<file path="config.mk">
export PLATFORM = sky130hd
export DESIGN_NAME = fwd_writeback_buffer
export DESIGN_NICKNAME = d
export VERILOG_FILES = /design/src/rtl/fwd_writeback_buffer.sv
export SDC_FILE = /design/constraint.sdc
export NUM_CORES = 1
export LEC_CHECK = 0
export ABC_AREA = 1
export CAP_MARGIN = 20
export CORE_AREA = 3 3 195 292
export DETAILED_ROUTE_END_ITERATION = 12
export DIE_AREA = 0 0 198 295
export GPL_ROUTABILITY_DRIVEN = 0
export PLACE_DENSITY_LB_ADDON = 0.15
export SYNTH_ARGS = -nofsm -noshare
export SYNTH_HDL_FRONTEND = slang
export SYNTH_SLANG_ARGS = --single-unit
</file>
<file path="constraint.sdc">
create_clock -name clk_i -period 2.8 [get_ports clk_i]
set_clock_uncertainty 0.05 [all_clocks]
set_input_delay 0.56 -clock clk_i [delete_from_list [all_inputs] [get_ports clk_i]]
set_output_delay 0.56 -clock clk_i [all_outputs]
set_load 0.02 [all_outputs]
</file>
<file path="src/rtl/fwd_writeback_buffer.sv">
// fwd_writeback_buffer: in-order register-write FIFO draining to the register file, with youngest-value forwarding lookups.
// Ports: clk_i/rst_i (sync active-high); push_valid_i/push_addr_i/push_data_i/push_ready_o (result-stage writes);
// wb_valid_o/wb_addr_o/wb_data_o/wb_ready_i (register-file drain); rd_addr_i -> fwd_hit_o/fwd_data_o (NUM_RD lookups);
// count_o (occupied entries).
module fwd_writeback_buffer #(
  parameter int DATA_W = 32,
  parameter int ADDR_W = 5,
  parameter int DEPTH  = 4,
  parameter int NUM_RD = 2
) (
  input  logic                       clk_i,
  input  logic                       rst_i,
  input  logic                       push_valid_i,
  input  logic [ADDR_W-1:0]          push_addr_i,
  input  logic [DATA_W-1:0]          push_data_i,
  output logic                       push_ready_o,
  output logic                       wb_valid_o,
  output logic [ADDR_W-1:0]          wb_addr_o,
  output logic [DATA_W-1:0]          wb_data_o,
  input  logic                       wb_ready_i,
  input  logic [NUM_RD*ADDR_W-1:0]   rd_addr_i,
  output logic [NUM_RD-1:0]          fwd_hit_o,
  output logic [NUM_RD*DATA_W-1:0]   fwd_data_o,
  output logic [$clog2(DEPTH):0]     count_o
);
  localparam int PW = $clog2(DEPTH);
  localparam int CW = PW + 1;
  logic [ADDR_W-1:0] addr_q [DEPTH];
  logic [DATA_W-1:0] data_q [DEPTH];
  logic [PW-1:0] rp, wp;
  logic [CW-1:0] cnt;
  logic push_acc, push_st, pop;
  assign push_ready_o = cnt != CW'(DEPTH);
  assign wb_valid_o   = cnt != '0;
  assign wb_addr_o    = addr_q[rp];
  assign wb_data_o    = data_q[rp];
  assign count_o      = cnt;
  assign push_acc     = push_valid_i && push_ready_o;
  assign push_st      = push_acc && push_addr_i != '0;
  assign pop          = wb_valid_o && wb_ready_i;
  always_ff @(posedge clk_i) begin
    if (rst_i) begin
      rp  <= '0;
      wp  <= '0;
      cnt <= '0;
    end else begin
      if (push_st) begin
        addr_q[wp] <= push_addr_i;
        data_q[wp] <= push_data_i;
        wp         <= wp + 1'b1;
      end
      if (pop) rp <= rp + 1'b1;
      cnt <= cnt + CW'(push_st) - CW'(pop);
    end
  end
  for (genvar k = 0; k < NUM_RD; k++) begin : g_rd
    logic [ADDR_W-1:0] ra;
    logic              h;
    logic [DATA_W-1:0] d;
    assign ra = rd_addr_i[k*ADDR_W +: ADDR_W];
    // Scan oldest to youngest so later matches override; the same-cycle push wins over all stored entries.
    always_comb begin
      h = 1'b0;
      d = '0;
      for (int j = 0; j < DEPTH; j++)
        if (CW'(j) < cnt && addr_q[rp + PW'(j)] == ra) begin
          h = 1'b1;
          d = data_q[rp + PW'(j)];
        end
      if (push_st && push_addr_i == ra) begin
        h = 1'b1;
        d = push_data_i;
      end
      if (ra == '0) begin
        h = 1'b0;
        d = '0;
      end
    end
    assign fwd_hit_o[k]                  = h;
    assign fwd_data_o[k*DATA_W +: DATA_W] = d;
  end
endmodule
</file>
Word level (Yosys, flattened, before mapping) --
Memories as Yosys holds them, arrays and structs flattened. A register that Yosys moved wholly into a read port is not among the register bits. Index checks and enable logic that the tools add are counted.
Cells by class: muxes and demuxes 31, reduce and logical (&&, ||, !) cells 17, $lt $le $gt $ge 4, $add $sub $neg 6, equal/unequal tests 11
Operator list (count):
- two-way mux 32 bit | 12
- == test 5 bit | 10
- two-way mux 1 bit | 15
- logical AND 1 bit | 13
- zero test 5 bit | 2
- two-way mux 2 bit | 4
- < comparator 1 x 3 -> 1 bit, first input constant | 2
- < comparator 2 x 3 -> 1 bit, first input constant | 2
- nonzero test 5 bit | 1
- adder 2 x 1 -> 2 bit, second input constant | 2
- adder 2 bit, second input constant | 2
- adder 3 x 1 -> 3 bit | 1
- != test 3 bit, second input constant | 1
- nonzero test 3 bit | 1
- subtractor 3 x 1 -> 3 bit | 1
Storage, ports and cells: memory bits (writable) 148, output and inout port bits 108, register bits 7, memories 2
Memories:
- data_q | words 4, bits a word 32, rd ports 4, clocked after memory_dff 1, wr ports 1, RTL line 29 | logic [DATA_W-1:0] data_q [DEPTH];
- addr_q | words 4, bits a word 5, rd ports 4, clocked after memory_dff 1, wr ports 1, RTL line 28 | logic [ADDR_W-1:0] addr_q [DEPTH];

Depth between registers and ports, before layout --
An unclocked memory read counts as a cell.
word-level depth 9, depth in mapped cells 17

Worst setup path before layout --
OpenSTA, ideal clock, no wires.
path type reg-to-reg, from register cnt[1], in the netlist count_o[1], to memory addr_q[0][0] (enable), path slack -0.509 ns, buffers on the path 0, data required time 2.319 ns, data arrival time 2.828 ns, library setup time 0.431 ns, cell stages (with the launch flop) 8, cell sequence dfxtp_1 > inv_1 > nand3_1 > and2_1 > nand2_1 > inv_1 > nand2_1 > nor2_1
On the way: longest elaborated chain between the ends 6
Ends and longest elaborated chain:
- start: declaration | RTL line 31 | logic [CW-1:0] cnt;
- start signal: assignment | RTL line 53 | cnt <= cnt + CW'(push_st) - CW'(pop);
- != test 3 bit | RTL line 33 | assign push_ready_o = cnt != CW'(DEPTH);
- net push_ready_o | RTL line 16 | output logic push_ready_o,
- logical AND 1 bit | RTL line 38 | assign push_acc = push_valid_i && push_ready_o;
- logical AND 1 bit | RTL line 39 | assign push_st = push_acc && push_addr_i != '0;
- two-way mux 1 bit | RTL line 47 | if (push_st) begin
- two-way mux 1 bit | RTL line 42 | if (rst_i) begin
- two-way mux 1 bit (not written as such) | RTL line 48 | addr_q[wp] <= push_addr_i;
- end: declaration | RTL line 28
The timed path passes the listed nets, and every way through them passes these cells.

Final worst setup path --
from register rp[0], to output fwd_data_o[36]
On the way: longest elaborated chain between the ends 9
Ends and longest elaborated chain:
- start: declaration | RTL line 30 | logic [PW-1:0] rp, wp;
- start signal: assignment | RTL line 52 | if (pop) rp <= rp + 1'b1;
- adder 2 x 1 -> 2 bit | RTL line 66, 68
- memory (4 x 5 bit)
- == test 5 bit | RTL line 66 | if (CW'(j) < cnt && addr_q[rp + PW'(j)] == ra) begin
- logical AND 1 bit | RTL line 66
- two-way mux 32 bit (2 in a row) | RTL line 66
- two-way mux 32 bit * | RTL line 66
- two-way mux 32 bit * | RTL line 70 | if (push_st && push_addr_i == ra) begin
- two-way mux 32 bit * | RTL line 74 | if (ra == '0) begin
- end: declaration | RTL line 23 | output logic [NUM_RD*DATA_W-1:0] fwd_data_o,
Every way passes the cells marked *; elsewhere a longest branch is shown, timed or not.

==> qor.tcl <==
set qor(net-switching-power_mw) 8.22
set qor(edff_count_synth) 148
set qor(final_net_count) 2521
set qor(die_h_um) 295
set qor(cp_data_required_time_ps) 2190
set qor(maximum_number_of_pins_on_one_net_before_global_route_repair) 58
set qor(peakVddDrop_mv) 0.597
set qor(critical_path_class) {reg2out}
set qor(basic_gate_share_of_the_synthesized_area_counting_and_or_nand_and_nor_cells) 0.322
set qor(fmax_mhz) 285
set qor(cts_sinks) 157
set qor(timing.critical_path.fanout_max) 8
set qor(outcome) {finished with violations}
set qor(p_leak_nw) 9.18
set qor(synth_fa_ha_area_frac) 0.00886
set qor(top_level_ports) 159
set qor(via_count) 16382
set qor(rsz0062_at_grt) {yes}
set qor(post_route_cells_drive_above_1_share) 0.333
set qor(initialDrtViolationCount) 1125
set qor(post-route-drc-count) 0
set qor(violations) {setup timing}
set qor(floorplan.initialDensity) 0.248
set qor(antenna_found_initial) 0
set qor(min_period_over_period) 1.25
set qor(max_slew_margin) 0.655
set qor(rows) 105
set qor(power.density_cell_area_nw_per_um2) 817
set qor(clock_tree_from_tritoncts) {done}
set qor(cts-buffers-inserted) 17
set qor(antenna_cells_inserted) 0
set qor(xor_xnor_share_of_the_synthesized_area) 0.00776
set qor(port_buffers) 158
set qor(final_hold_viol_count) 0
set qor(synthesis.area_um2) 13600
set qor(areaGrowthSynthToFinish_pct) 54.7
set qor(core_um2) 54700
set qor(synth_compound_area_frac) 0.191
set qor(swShare) 0.480
set qor(detailedRoute.firstPassIterationCount) 5
set qor(post_synth_inst_count) 2105
set qor(gr-usage-all-layers) 0.230
set qor(final.min_clock_period_ps) 3510
set qor(setup-violations-final) 77
set qor(power.combinational.fraction) 0.691
set qor(global_route.overflow_total) 0
set qor(synthArstFlopShare) 0
set qor(synth_seq_area_share) 0.341
set qor(tightestPinTransition_ps) 512
set qor(postRouteAntennaNets) 0
set qor(synth_top_family_by_area) {simple AND/OR/NAND/NOR gates}
set qor(detail_route.vias_per_cell) 5.17
set qor(power_mw) 17.1
set qor(clock_tree.htree_level_count) 4
set qor(horizontal_die_dimension_um) 198
set qor(synth.lib_cells_used.distinct) 33
set qor(power_frac_seq) 0.167
set qor(maxCapViolCount) 0
set qor(final_cell_mix) {nand2_1, buf_4, inv_1}
set qor(floorplan.die_area_um2) 58400
set qor(final-max-slew-violation-count) 0
set qor(postRouteWirelength_um) 69700
set qor(clk_pin_slew_worst_paths_ps) 60
set qor(synth.net_count) 2165
set qor(layout.cells.most_common) {nand2_1}
set qor(synth.ff_latch_count) 157
set qor(cts_hold_buf) 0
set qor(muxShareOfSynthArea) 0
set qor(nFillCells) 5734
set qor(placedCellCount) 3064
set qor(cp-start-kind) {flop}
set qor(first_pass_grt_wire_length_um) 100000
set qor(ctsLongestPathBuffers) 2
set qor(hpwl_um) 45000
set qor(synthesis.area_per_instance_um2) 6.44
set qor(clock_latency_ps) 460
set qor(first_global_vias) 16281
set qor(min-delay-path-class) {reg2reg}
set qor(clock-root-buffer) {clkbuf_16}
set qor(detail_route.wl_per_cell_um) 22.0
set qor(ys.flop_type) {edfxtp_1}
set qor(layout.cells.non_filler) 3168
set qor(finalCoreUtilization) 0.384
set qor(final.setup.worst_slack_ps) -708
set qor(crit_arrival_ps) 2900
set qor(clock_power_share) 0.143
set qor(internal_power_mw) 8.90
set qor(crit_path_end_kind) {primary output}
set qor(synth-warning-count) 0
## worst paths after layout
path | cells past startpoint | slack, ps | from | endpoint
hold / removal | 2 | 480 | wp[1] | wp[1]
setup / recovery | 17 | -710 | rp[0] | fwd_data_o[36]
hold reg to reg | 2 | 480 | wp[1] | wp[1]
setup reg to reg | 11 | 440 | count_o[2] | count_o[2]
## final cells by class
| cell class | count | area, um^2 | share of cell area |
|---|---|---|---|
| Timing Repair Buffer | 487 | 5160 | 0.246 |
| Multi-Input combinational cell | 1511 | 8600 | 0.410 |
| Inverter | 287 | 1110 | 0.0527 |
| Clock inverter | 13 | 171 | 0.00817 |
| Clock buffer | 18 | 429 | 0.0205 |
| Tap cell | 695 | 870 | 0.0415 |
| Sequential cell | 157 | 4640 | 0.221 |
## through the flow
step / area (um^2) / setup TNS (ps) / worst slack (ps) / hold WS (ps)
after CTS: 20000 / -51270 / -698 / 493
final: 21000 / -41050 / -708 / 481
after global routing: 21000 / -49100 / -792 / 515
after floorplan: 13700 / -75340 / -509 / 440
after global placement: 17900 / -72570 / -1140 / 466
after detailed placement: 17900 / -76620 / -1180 / 484
## power groups by stage
stage                     clock [mW]  sequential, mW  combinational, mW
after floorplan                    0            2.89               5.11
after global placement             0            2.88               9.79
after detailed placement           0            2.89               9.84
after CTS                       2.48            2.85               11.2
after global routing            2.58            2.87               12.6
final                           2.44            2.86               11.8
## cell usage after synthesis, types with 4 or more instances
master | number | area, um^2
xnor2_1 | 4 | 35.0
dfxtp_1 | 9 | 180
buf_4 | 9 | 67.6
o21ai_0 | 200 | 1000
nor3_1 | 4 | 20.0
edfxtp_1 | 148 | 4440
o22ai_1 | 32 | 200
inv_2 | 4 | 15.0
nand2_2 | 4 | 25.0
or2_2 | 51 | 319
nor2_1 | 206 | 773
buf_1 | 8 | 30.0
o21a_1 | 33 | 248
buf_2 | 42 | 210
ha_1 | 8 | 100
xor2_1 | 8 | 70.1
a21oi_1 | 169 | 846
inv_1 | 283 | 1060
nand4_1 | 34 | 213
nand2_1 | 499 | 1870
clkbuf_1 | 88 | 330
a32oi_1 | 32 | 280
nand3_1 | 214 | 1070
## state kept, by name, indices dropped and copies added (netlist names), named ones only
register	cells
count_o	3
data_q	128
rp	2
addr_q	20
wp	2
## critical path: stages, from the launching register on
cell	delay [ps]
dfxtp_4	360
buf_12	150
buf_6	120
nand2_8	80
nor2_1	60
nor2_2	180
nand2_2	100
buf_6	130
nor2_4	100
nor2_4	50
nand3_4	180
buf_12	190
buf_4	120
nor2_1	30
nor2_1	110
nand2_2	70
a21oi_2	200
buf_4	180
## layer usage
layer	track usage	routed length (um)	vias to the layer above
met3	0.0262	3630	193
met2	0.412	35100	653
li1	-	-	7661
met1	0.267	27100	7875
met4	0.128	3810	0
met5	0	0	-
## cell families after synthesis
| logic type | after synthesis |
|---|---|
| AO/OA/AOI/OAI | 469 |
| XOR/XNOR | 12 |
| adder cells (fa/ha/maj) | 9 |
| buffers and inverters | 437 |
| flip-flops | 157 |
| AND/OR/NAND/NOR | 1021 |
## timing repair
action,4_1_cts,5_1_grt
pin swaps,69,88
endpoints found under the setup margin,102,101
buffers inserted,38,24
gates cloned,17,5
gates resized for setup,554,254
(Power assumes the default switching activity.)
